[config.mk]
export PLATFORM = sky130hd
export DESIGN_NAME = ctrl_fsm
export DESIGN_NICKNAME = d
export VERILOG_FILES = /design/src/rtl/ctrl_fsm.sv
export SDC_FILE = /design/constraint.sdc
export NUM_CORES = 1
export LEC_CHECK = 0
export CAP_MARGIN = 20
export CORE_ASPECT_RATIO = 0.75
export CORE_MARGIN = 4
export CORE_UTILIZATION = 43
export DETAILED_ROUTE_END_ITERATION = 8
export PLACE_DENSITY = 0.75
export SLEW_MARGIN = 0
export SYNTH_ARGS = -nofsm -noshare
export SYNTH_HDL_FRONTEND = slang
export SYNTH_SLANG_ARGS = --single-unit
[constraint.sdc]
create_clock -name clk -period 5.55 [get_ports clk]
set_clock_uncertainty 0.2 [all_clocks]
set_input_delay 1.11 -clock clk [delete_from_list [all_inputs] [get_ports clk]]
set_output_delay 1.11 -clock clk [all_outputs]
set_load 0.005 [all_outputs]
[src/rtl/ctrl_fsm.sv]
`default_nettype none
// ============================================================================
// Module   : ctrl_fsm
// Brief    : Multi-cycle RV32I main control FSM. Each instruction is
//            sequenced through FETCH, DECODE, EXEC, optional MEM and WB.
//            The FSM drives the PC enable and next-PC select, IR load, ALU
//            operand and op selects, data-memory strobes and register-file
//            write. It also keeps a count of retired instructions.
//            All strobes are combinational from the state and the inputs,
//            and are forced low while reset is high.
// Config   : CTRL_ILLEGAL_HALT_EN - when defined, an unlisted opcode halts
//            the machine (HALT, illegal=1) until reset. When undefined, an
//            unlisted opcode retires as a NOP.
// Revision : 1.0 - initial release
// ============================================================================
module ctrl_fsm #(
  parameter logic [2:0] RESET_STATE = 3'd0
) (
  input  logic        clk,
  input  logic        reset,
  input  logic [6:0]  opcode,
  input  logic [2:0]  func3,
  input  logic [6:0]  func7,
  input  logic [4:0]  rd,
  input  logic        branch_taken,
  input  logic        imem_ready,
  input  logic        dmem_ready,
  output logic        imem_req,
  output logic        ir_en,
  output logic        pc_en,
  output logic        pcjump,
  output logic        alu_a_sel,
  output logic        alu_b_sel,
  output logic [3:0]  alu_op,
  output logic        dmem_req,
  output logic        dmem_we,
  output logic        reg_we,
  output logic [1:0]  wb_sel,
  output logic [2:0]  state,
  output logic [31:0] instret,
  output logic        illegal
);

  typedef enum logic [2:0] {
    S_FETCH  = 3'd0,
    S_DECODE = 3'd1,
    S_EXEC   = 3'd2,
    S_MEM    = 3'd3,
    S_WB     = 3'd4,
    S_HALT   = 3'd5
  } state_t;

  localparam logic [6:0] OPC_OP     = 7'b0110011;
  localparam logic [6:0] OPC_IMM    = 7'b0010011;
  localparam logic [6:0] OPC_LUI    = 7'b0110111;
  localparam logic [6:0] OPC_AUIPC  = 7'b0010111;
  localparam logic [6:0] OPC_JAL    = 7'b1101111;
  localparam logic [6:0] OPC_JALR   = 7'b1100111;
  localparam logic [6:0] OPC_LOAD   = 7'b0000011;
  localparam logic [6:0] OPC_STORE  = 7'b0100011;
  localparam logic [6:0] OPC_BRANCH = 7'b1100011;
  localparam logic [6:0] OPC_FENCE  = 7'b0001111;
  localparam logic [6:0] OPC_SYSTEM = 7'b1110011;

  state_t      r_state;
  logic [31:0] r_instret;

  logic w_is_op, w_is_imm, w_is_lui, w_is_auipc, w_is_jal, w_is_jalr;
  logic w_is_load, w_is_store, w_is_branch, w_is_nop;
  logic w_to_wb, w_known;
  logic w_unused;

  assign w_is_op     = (opcode == OPC_OP);
  assign w_is_imm    = (opcode == OPC_IMM);
  assign w_is_lui    = (opcode == OPC_LUI);
  assign w_is_auipc  = (opcode == OPC_AUIPC);
  assign w_is_jal    = (opcode == OPC_JAL);
  assign w_is_jalr   = (opcode == OPC_JALR);
  assign w_is_load   = (opcode == OPC_LOAD);
  assign w_is_store  = (opcode == OPC_STORE);
  assign w_is_branch = (opcode == OPC_BRANCH);
  assign w_is_nop    = (opcode == OPC_FENCE) || (opcode == OPC_SYSTEM);

  // Instructions that finish with a register writeback
  assign w_to_wb = w_is_op | w_is_imm | w_is_lui | w_is_auipc | w_is_jal | w_is_jalr;
  assign w_known = w_to_wb | w_is_load | w_is_store | w_is_branch | w_is_nop;

  // Only func7[5] (the alt bit) affects control
  assign w_unused = &{1'b0, func7[6], func7[4:0]};

  // Strobes and ALU selects decoded from the current state and the inputs
  always_comb begin
    imem_req  = 1'b0;
    ir_en     = 1'b0;
    pc_en     = 1'b0;
    pcjump    = 1'b0;
    dmem_req  = 1'b0;
    dmem_we   = 1'b0;
    reg_we    = 1'b0;
    wb_sel    = 2'b00;
    alu_a_sel = 1'b0;
    alu_b_sel = 1'b0;
    alu_op    = 4'b0000;

    // ALU selects stay valid from EXEC through WB, so the ALU result seen
    // by MEM addressing and WB (including the jump target) remains stable.
    if (r_state == S_EXEC || r_state == S_MEM || r_state == S_WB) begin
      if (w_is_op) begin
        alu_op = {func7[5], func3};
      end else if (w_is_imm) begin
        alu_b_sel = 1'b1;
        alu_op    = {(func3 == 3'b101) & func7[5], func3};
      end else if (w_is_auipc | w_is_jal | w_is_branch) begin
        alu_a_sel = 1'b1;
        alu_b_sel = 1'b1;
      end else if (w_is_jalr | w_is_load | w_is_store) begin
        alu_b_sel = 1'b1;
      end
    end

    case (r_state)
      S_FETCH: begin
        imem_req = 1'b1;
        ir_en    = imem_ready;
      end
      S_EXEC: begin
        if (w_is_branch) begin
          pc_en  = 1'b1;
          pcjump = branch_taken;
        end else if (w_is_nop) begin
          pc_en = 1'b1;
        end
`ifndef CTRL_ILLEGAL_HALT_EN
        else if (!w_known) begin
          pc_en = 1'b1;
        end
`endif
      end
      S_MEM: begin
        dmem_req = 1'b1;
        dmem_we  = w_is_store;
        pc_en    = w_is_store & dmem_ready;
      end
      S_WB: begin
        reg_we = (rd != 5'd0);
        pc_en  = 1'b1;
        pcjump = w_is_jal | w_is_jalr;
        if (w_is_jal | w_is_jalr) wb_sel = 2'b10;
        else if (w_is_load)       wb_sel = 2'b01;
        else if (w_is_lui)        wb_sel = 2'b11;
      end
      default: ;
    endcase

    if (reset) begin
      imem_req  = 1'b0;
      ir_en     = 1'b0;
      pc_en     = 1'b0;
      pcjump    = 1'b0;
      dmem_req  = 1'b0;
      dmem_we   = 1'b0;
      reg_we    = 1'b0;
      wb_sel    = 2'b00;
      alu_a_sel = 1'b0;
      alu_b_sel = 1'b0;
      alu_op    = 4'b0000;
    end
  end

  // State sequencing and retired-instruction counting
  always_ff @(posedge clk) begin
    if (reset) begin
      r_state   <= state_t'(RESET_STATE);
      r_instret <= 32'd0;
    end else begin
      if (pc_en) r_instret <= r_instret + 32'd1;
      case (r_state)
        S_FETCH:  if (imem_ready) r_state <= S_DECODE;
        S_DECODE: r_state <= S_EXEC;
        S_EXEC: begin
          if (w_is_load | w_is_store) r_state <= S_MEM;
          else if (w_to_wb)          r_state <= S_WB;
`ifdef CTRL_ILLEGAL_HALT_EN
          else if (!w_known)         r_state <= S_HALT;
`endif
          else                       r_state <= S_FETCH;
        end
        S_MEM:    if (dmem_ready) r_state <= w_is_store ? S_FETCH : S_WB;
        S_WB:     r_state <= S_FETCH;
        S_HALT:   r_state <= S_HALT;
        default:  r_state <= S_FETCH;
      endcase
    end
  end

  assign state   = r_state;
  assign instret = r_instret;

`ifdef CTRL_ILLEGAL_HALT_EN
  assign illegal = (r_state == S_HALT) && !reset;
`else
  assign illegal = 1'b0;
`endif

endmodule
`default_nettype wire

==> flow_summary.ini <==
[floorplan]
die_w_um = 90.8
chipHeight_um = 70.1
placement_rows = 22
die_area_um2 = 6360
core_um2 = 4930
io_pins = 78
start_util = 0.449

[critical_path]
crit_required_ns = 4.24
cpMostUsedCell = clkdlybuf4s50_1
cp_cell_sequence = clkdlybuf4s50_1 > nor4_2 > nand4_1 > o2111a_2 > nor3_1 > clkdlybuf4s50_1
critPathBufInv = 2
critPathSlowestCell = clkdlybuf4s50_1
crit_fanout = 20
arrival_ns = 3.69
critPathLaunchType = primary input
end_kind = output pin
max_stage_delay_ns = 0.60
worstSetupPathType = in2out
cp_top_family = buffers and inverters

[cells_and_area]
layout_common_cells = clkdlybuf4s50_1, dfxtp_1, nor2_1
stdcell_count = 406
diodes = 0
area_growth_pct = 35.5
fill_cells = 455
drive_gt1_frac = 0.0723
layout_commonest_cell = clkdlybuf4s50_1
final_cell_area_um2 = 3000
nets = 374

[timing]
finalMaxSlewViolations = 0
period_needed_ns = 5.00
maxSlewHeadroom = 0.380
fin_tns_setup_ns = 0
finalSetupViolations = 0
max_freq_mhz = 200
worst_pin_slew_ns = 0.921
min_period_over_period = 0.901
rsz0062_at_grt = false
hold_violations = 0

[synthesis]
avgSynthCellArea_um2 = 7.78
synthCells = 284
syn-cell-area_um2 = 2210
synth_edf_count = 0
syn_nets = 312
dominantRegCellSynth = dfxtp_1
ys_ff_latch = 35
ys_warn_count = 0
yosysSeqAreaShare = 0.317
async_reset_ff_frac = 0
synth_cell_types = 52

[cts]
cts_resized = 0
clock_latency_ns = 0.28
cts_root_buffer = clkbuf_8
h-tree-depth = 2
cts_inserted_buffers = 5
clkTransAtPathRegs_ns = 0.07
cts_tree = done
ctsHoldBuffers = 0
cts_buffer_depth = 2
cts.sinks = 35
cts_setup_buffers = 0

[detailed_routing]
routed_wirelength_um = 6310
viasPerCell = 5.94
wire_per_inst_um = 15.5
drt_first_iter_violations = 182
vias = 2410
ant_nets = 0
drc = 0
dr.pass1.iters = 5

[power_and_ir_drop]
cellPowerDensity_nw_per_um2 = 183
power.leakage_nw = 0.969
switching_power_mw = 0.151
internal_power_mw = 0.398
pwr-share-comb = 0.171
switching_share = 0.275
p_seq_frac = 0.489
peakVddDrop_v = 0.0000975
p_clk_frac = 0.340

[global_routing]
grt_pass1_wl_um = 10400
antenna_found_initial = 0
grt_overflow_total = 0
grt_max_degree = 39
grt_pass1_vias = 2149
grt_use_total = 0.195

[placed_design]
numPortBuffers = 70
placed_cells = 399
place.gp.congestion = 0.862
hpwl_um = 4540
dpl_cell_area_um2 = 2910

[job]
maxCapViolCount = 0

[worst_hold_path]
hold_path_class = reg2reg

[run_status]
status = finished clean
-- path summary, 6_finish.rpt --
path                                   from           to  slack (ns)  cells past startpoint
worst min-delay path            instret[15]  instret[15]        0.30                      2
worst max-delay path              opcode[2]        pc_en        0.55                      6
worst max register to register     state[2]  instret[30]        2.66                      7
worst min register to register  instret[15]  instret[15]        0.30                      2
-- routing by layer --
metal / routed length [µm] / vias to the layer above / GRT usage
li1: - / 1170 / -
met5: 0 / - / 0
met2: 2720 / 102 / 0.301
met1: 3030 / 1130 / 0.278
met4: 57 / 0 / 0.0485
met3: 501 / 8 / 0.0420
-- synthesized netlist by cell type, types with 3 or more instances --
master | count | share of area
a21oi_1 | 13 | 0.029
nand2_1 | 20 | 0.034
o31ai_1 | 3 | 0.010
mux2i_1 | 3 | 0.014
buf_4 | 3 | 0.010
o21ai_0 | 9 | 0.020
and2_1 | 10 | 0.028
xnor2_1 | 12 | 0.048
a211oi_1 | 4 | 0.014
dfxtp_1 | 35 | 0.32
a31o_2 | 4 | 0.016
or4_1 | 4 | 0.014
clkbuf_1 | 11 | 0.019
and3_1 | 7 | 0.020
nor2b_1 | 4 | 0.011
or3_1 | 4 | 0.011
nor2_1 | 29 | 0.049
buf_6 | 3 | 0.015
nor4_1 | 21 | 0.059
inv_1 | 11 | 0.019
nor3_1 | 12 | 0.027
nand3_1 | 9 | 0.020
nand4_1 | 17 | 0.048
-- sequential cells by signal, indices dropped and copies added (netlist names) --
name and cells:
instret 32, state 3
-- per-stage QoR --
step / util / hold slack (ns) / setup WS (ns) / total power [mW]
after CTS: 0.608 / 0.308 / 0.537 / 0.552
after global placement: 0.590 / 0.286 / 0.562 / 0.365
after detailed placement: 0.590 / 0.299 / 0.561 / 0.366
final: 0.608 / 0.303 / 0.548 / 0.548
after floorplan: - / 0.271 / 1.91 / 0.326
after global routing: 0.608 / 0.328 / 0.318 / 0.574
-- worst reg2reg max path, stage by stage (launching register included) --
cell and delay [ns]:
dfxtp_1 0.52, or3b_1 0.54, nand2_1 0.12, nand2_1 0.06
buf_4 0.19, nor4_1 0.81, a31o_2 0.27, a21oi_1 0.05
-- area by class of cell --
type,instances,area [µm²],share of cell area
multi-input cells,219,1360,0.454
repair buffers,74,731,0.244
flip-flops and latches,35,701,0.234
clock buffers,6,82.6,0.0276
well taps,60,75.1,0.0251
inverters,11,41.3,0.0138
clock inverters,1,5.00,0.00167
-- kinds of logic (layout without fill, tap and decap cells) --
family,after synthesis,count (layout),synth area share
AND/OR/NAND/NOR,153,153,0.388
AO/OA/AOI/OAI,47,47,0.150
flip-flops,35,35,0.317
buffers and inverters,30,92,0.0673
XOR/XNOR,13,13,0.0515
multiplexers,4,4,0.0187
adder cells (fa/ha/maj),1,1,0.00566
other,1,1,0.00170
-- power groups by stage --
stage | registers [mW] | clock network (mW) | logic (mW)
3_5_place_dp | 0.274 | 0 | 0.0925
3_3_place_gp | 0.274 | 0 | 0.0917
6_report | 0.268 | 0.186 | 0.0938
4_1_cts | 0.268 | 0.191 | 0.0930
2_1_floorplan | 0.267 | 0 | 0.0595
5_1_grt | 0.271 | 0.201 | 0.103
Note: power is estimated with default switching activity, not from simulation.
==> edit 1 (config.mk and constraints unchanged) <==
The option `CTRL_ILLEGAL_HALT_EN` is turned on by a define.
--- a/src/rtl/ctrl_fsm.sv
+++ b/src/rtl/ctrl_fsm.sv
@@ -14,4 +14,6 @@
 // Revision : 1.0 - initial release
 // ============================================================================
+`define CTRL_ILLEGAL_HALT_EN
+
 module ctrl_fsm #(
   parameter logic [2:0] RESET_STATE = 3'd0
Behaviour: not the same (a bounded check fails within 4 cycles, from zero or initial values and one cycle with reset high).
==> edit 1 against the original RTL <==
Synthesized area up 1.2%; maximum frequency is 4.3% higher; global-route usage increased by 0.85 points; routed wire length rose by 0.78%; critical path depth unchanged; count of clock-buffer cells in the layout is 1 higher; worst setup slack improved by 0.20 ns; cell area rose by 1.4%; sequential cell count stayed put; combinational power up 4.9%; sequential power about the same; power decreased by 0.42%; first-iteration DRC count is 24% lower; highest routed layer unchanged.
==> edit 1: results (changes against the original RTL) <==
initial antenna violation count 0 (unchanged); P_leak 0.8947 nW (-7.7%); M3 GR Usage 3.660% (-0.54 points); met2 global-route usage 28.55% (-1.5 points); Min-Delay Path Class flip-flop to flip-flop; CTS Root Cell clkbuf_8; I/O Buffers 71 (+1.4%); CTS Buf Count 5 (unchanged); Post-CTS Setup Bufs 0 (unchanged); Non-Filler Instances 418 (+3.0%); fillcell total 447 (-1.8%); H-tree depth 2 (unchanged); clk_lat worst skew 0.29 ns; number of flip-flops in the largest register 32 (unchanged); vias per cell 6.069 (+2.2%); met1 GRT Util 30.82% (+3.0 points); drt pass-1 iters 4 (-1); final net count 385 (+2.9%); WP data arrival 3.49 ns (-0.20 ns); syn_nets 324 (+3.8%); Slew headroom 45.43% (+7.4 points); vias in the first global route 2248 (+4.6%); Clock Path Buffers 2 (unchanged); Hold Buf Count CTS 0 (unchanged); DP Cell Count 410 (+2.8%); Distinct cells, synth 41 (-21%); PostCTS Resize Cnt 0 (unchanged); GP Congestion 0.7810 (-9.4%); layout cells sized above 1 3.911% (-3.3 points); Global Route Usage Sum 20.40% (+0.85 points); worst-path fanout max 13 (-35%); largest net degree at the start of global routing 64 (+64%); initial DRC count 138 (-24%); Synth top cells by count 36 x a21oi_1, 35 x dfxtp_1, 25 x nand2_1; status completed; post-synthesis sequential area ratio 31.32% (-0.37 points); Ys Warns 0 (unchanged); VDD IR-drop max 84.55 uV (-13%); Post-Syn Instances 296 (+4.2%); Post-synth ARST share 0% (unchanged); first-pass GRT wire length 10880 um (+4.2%); drt total wl 6362 um (+0.78%); pre-CTS setup slack 0.7354 ns (+0.1749 ns); top cells by area, synth dfxtp_1 31%, a21oi_1 8.1%, o31ai_1 7.4%; # diodes 0 (unchanged); Post-DP HPWL 4653 um (+2.4%); Clock transition at path regs 0.07 ns (about the same)
-- edit 1: changes by cell type after synthesis, moves of 9 or more --
cell / before / now
o21ai_1: 0 / 9
a21oi_1: 13 / 36
xnor2_1: 12 / 0
nor4_1: 21 / 7
nor2_1: 29 / 9
o31ai_1: 3 / 22
or4_1: 4 / 21
-- edit 1: power by group --
part | internal [mW] | switching [mW] | leakage [nW]
registers | 0.255 | 0.0124 | 0.282
clock network | 0.0881 | 0.0920 | 0.0422
logic | 0.0460 | 0.0524 | 0.570
total | 0.389 | 0.157 | 0.895
-- edit 1: final timing paths --
kind	startpoint	end	slack (ns)	cells past startpoint
worst min register to register	instret[31]$_SDFFE_PP0P_	instret[31]$_SDFFE_PP0P_	0.28	2
worst max register to register	instret[10]$_SDFFE_PP0P_	instret[31]$_SDFFE_PP0P_	2.87	5
worst max-delay path	opcode[2]	pc_en	0.75	6
worst min-delay path	instret[31]$_SDFFE_PP0P_	instret[31]$_SDFFE_PP0P_	0.28	2
-- edit 1: area by class of cell --
cell class	instances	area share (%)
flip-flops and latches	35	23.06
clock buffers	7	2.512
well taps	60	2.471
clock inverters	1	0.1647
multi-input cells	232	46.42
inverters	8	0.9885
repair buffers	75	24.38
-- edit 1: layer usage --
layer,vias up,wire length (um)
met5,-,0
met4,0,102
met3,11,276
met2,68,2699
met1,1183,3283
li1,1275,-
-- edit 1: kinds of logic (layout without fill, tap and decap cells) --
| group | Yosys count | after routing | share of synthesized area (%) |
|---|---|---|---|
| AND/OR/NAND/NOR | 143 | 143 | 37.02 |
| AO/OA/AOI/OAI | 87 | 87 | 24.55 |
| flip-flops | 35 | 35 | 31.32 |
| buffers and inverters | 29 | 91 | 6.040 |
| adder cells (fa/ha/maj) | 1 | 1 | 0.5592 |
| multiplexers | 1 | 1 | 0.5033 |
-- edit 1: metrics by stage --
| step | cell area, um2 | utilization [%] |
|---|---|---|
| 3_5_place_dp | 2957 | 59.67 |
| 5_1_grt | 3038 | 61.31 |
| 3_3_place_gp | 2957 | 59.67 |
| 6_report | 3038 | 61.31 |
| 4_1_cts | 3038 | 61.31 |
| 2_1_floorplan | 2237 | - |
-- edit 1: critical path, cell delays in order --
cell             delay [ns]
clkdlybuf4s50_1        0.61
or4_4                  0.61
o41ai_2                0.44
a31oi_4                0.05
nor2_1                 0.13
clkdlybuf4s50_1        0.52
==> edit 2 (config.mk and constraints unchanged) <==
Without the edit above. Make the reset (`reset`) asynchronous in one clocked block.
--- a/src/rtl/ctrl_fsm.sv
+++ b/src/rtl/ctrl_fsm.sv
@@ -169,5 +169,5 @@
 
   // State sequencing and retired-instruction counting
-  always_ff @(posedge clk) begin
+  always_ff @(posedge clk or posedge reset) begin
     if (reset) begin
       r_state   <= state_t'(RESET_STATE);
Behaviour: differs if reset is asserted again (counterexample within 4 cycles, from zero or initial values and one cycle with reset high); with reset held inactive, the same outputs for 10 cycles.
==> edit 2 against the original RTL <==
Worst setup slack improved by 0.056 ns; sequential share of layout area increased by 5.7 points; synthesized area unchanged; via count decreased by 20%; sequential cell count unchanged; non-clock buffer count decreased by 2; routed wire length decreased by 12%; cell area increased by 0.58%; core utilization increased by 0.36 points; largest cell class unchanged.
Power is not compared: it rests on default switching activity, and its combinational part moved more than twofold at a synthesized area within 25%.
==> edit 2: results (changes against the original RTL) <==
pre-CTS setup slack 0.6192 ns (+0.05872 ns); worst setup path end alu_b_sel; WP data arrival 3.64 ns (-0.05 ns); r2r startpoint state[2]$_DFFE_PP0P_; WL met3 279 um (-44%); Ys Warns 0 (unchanged); WL met2 2403 um (-12%); post-synthesis sequential area ratio 39.62% (+7.9 points); final net count 323 (-14%); layout cells sized above 1 8.108% (+0.88 points); vias per cell 5.447 (-8.2%); Global Route Usage Sum 18.20% (-1.3 points); met1 WL 2823 um (-7.0%); Post-synth ARST share 100.0% (+100 points); setup ws final 0.6032 ns (+0.05555 ns); worst-path fanout max 8 (-60%); largest net degree at the start of global routing 27 (-31%); I/O Buffers 70 (unchanged); average wire per standard cell 15.66 um (+0.73%); Crit path largest cell delay 0.75 ns (+0.15 ns); Cell Area, Placed 0.002933 mm2 (+0.82%); syn_nets 254 (-19%); hold slack 0.2870 ns (-0.01591 ns); initial DRC count 91 (-50%); GP Congestion 0.8063 (-6.5%); top cells by area, synth dfrtp_1 40%, xnor2_1 7.9%, nand4_1 5.4%; vias in the first global route 1834 (-15%); predominant post-synthesis flop cell dfrtp_1; Crit. Startpoint reset; Hold EP instret[29]$_DFFE_PP0P_; Post-DP HPWL 4156 um (-8.5%); Slew headroom 35.65% (-2.4 points); fillcell total 426 (-6.4%); status completed; Via Count 1939 (-20%); Distinct cells, synth 49 (-5.8%); post-synthesis area per instance 9.783 um2 (+26%); Synth top cells by count 35 x dfrtp_1, 20 x xnor2_1, 19 x nand4_1; M3 GR Usage 5.597% (+1.4 points); pwr dens 239.1 mW/mm2; DP Cell Count 348 (-13%); Worst path slowest cell or4b_1; r2r endpoint instret[18]$_DFFE_PP0P_; drt pass-1 iters 4 (-1)
==> edit 2: cell count changes in the layout (fill, tap and decap cells not counted), sizes merged, moves of 4 or more <==
cell	unedited run	this run
a31o	4	0
xor2	1	11
or3	4	0
a211oi	4	0
nand3	9	15
nor4	23	5
and2	10	2
dfxtp	35	0
a21oi	14	7
dfrtp	0	35
nor2	29	10
o21ai	9	4
or4	5	0
xnor2	12	20
==> edit 2: final cells by class <==
cell class,instances,area (um2),share of cell area (%)
Multi-Input combinational cell,173,1236,41.01
Sequential cell,35,875.8,29.06
Timing Repair Buffer,72,715.7,23.74
Clock buffer,7,76.32,2.532
Tap cell,60,75.07,2.491
Inverter,8,30.03,0.9963
Clock inverter,1,5.005,0.1660
==> edit 2: cell families after synthesis <==
kind of cell | share of synthesized area [%]
flops | 39.62
simple gates | 32.37
compound gates | 9.565
mux | 0.9621
other cells | 0.1696
buf+inv | 4.471
xor+xnor | 12.28
fa+ha+maj | 0.5658
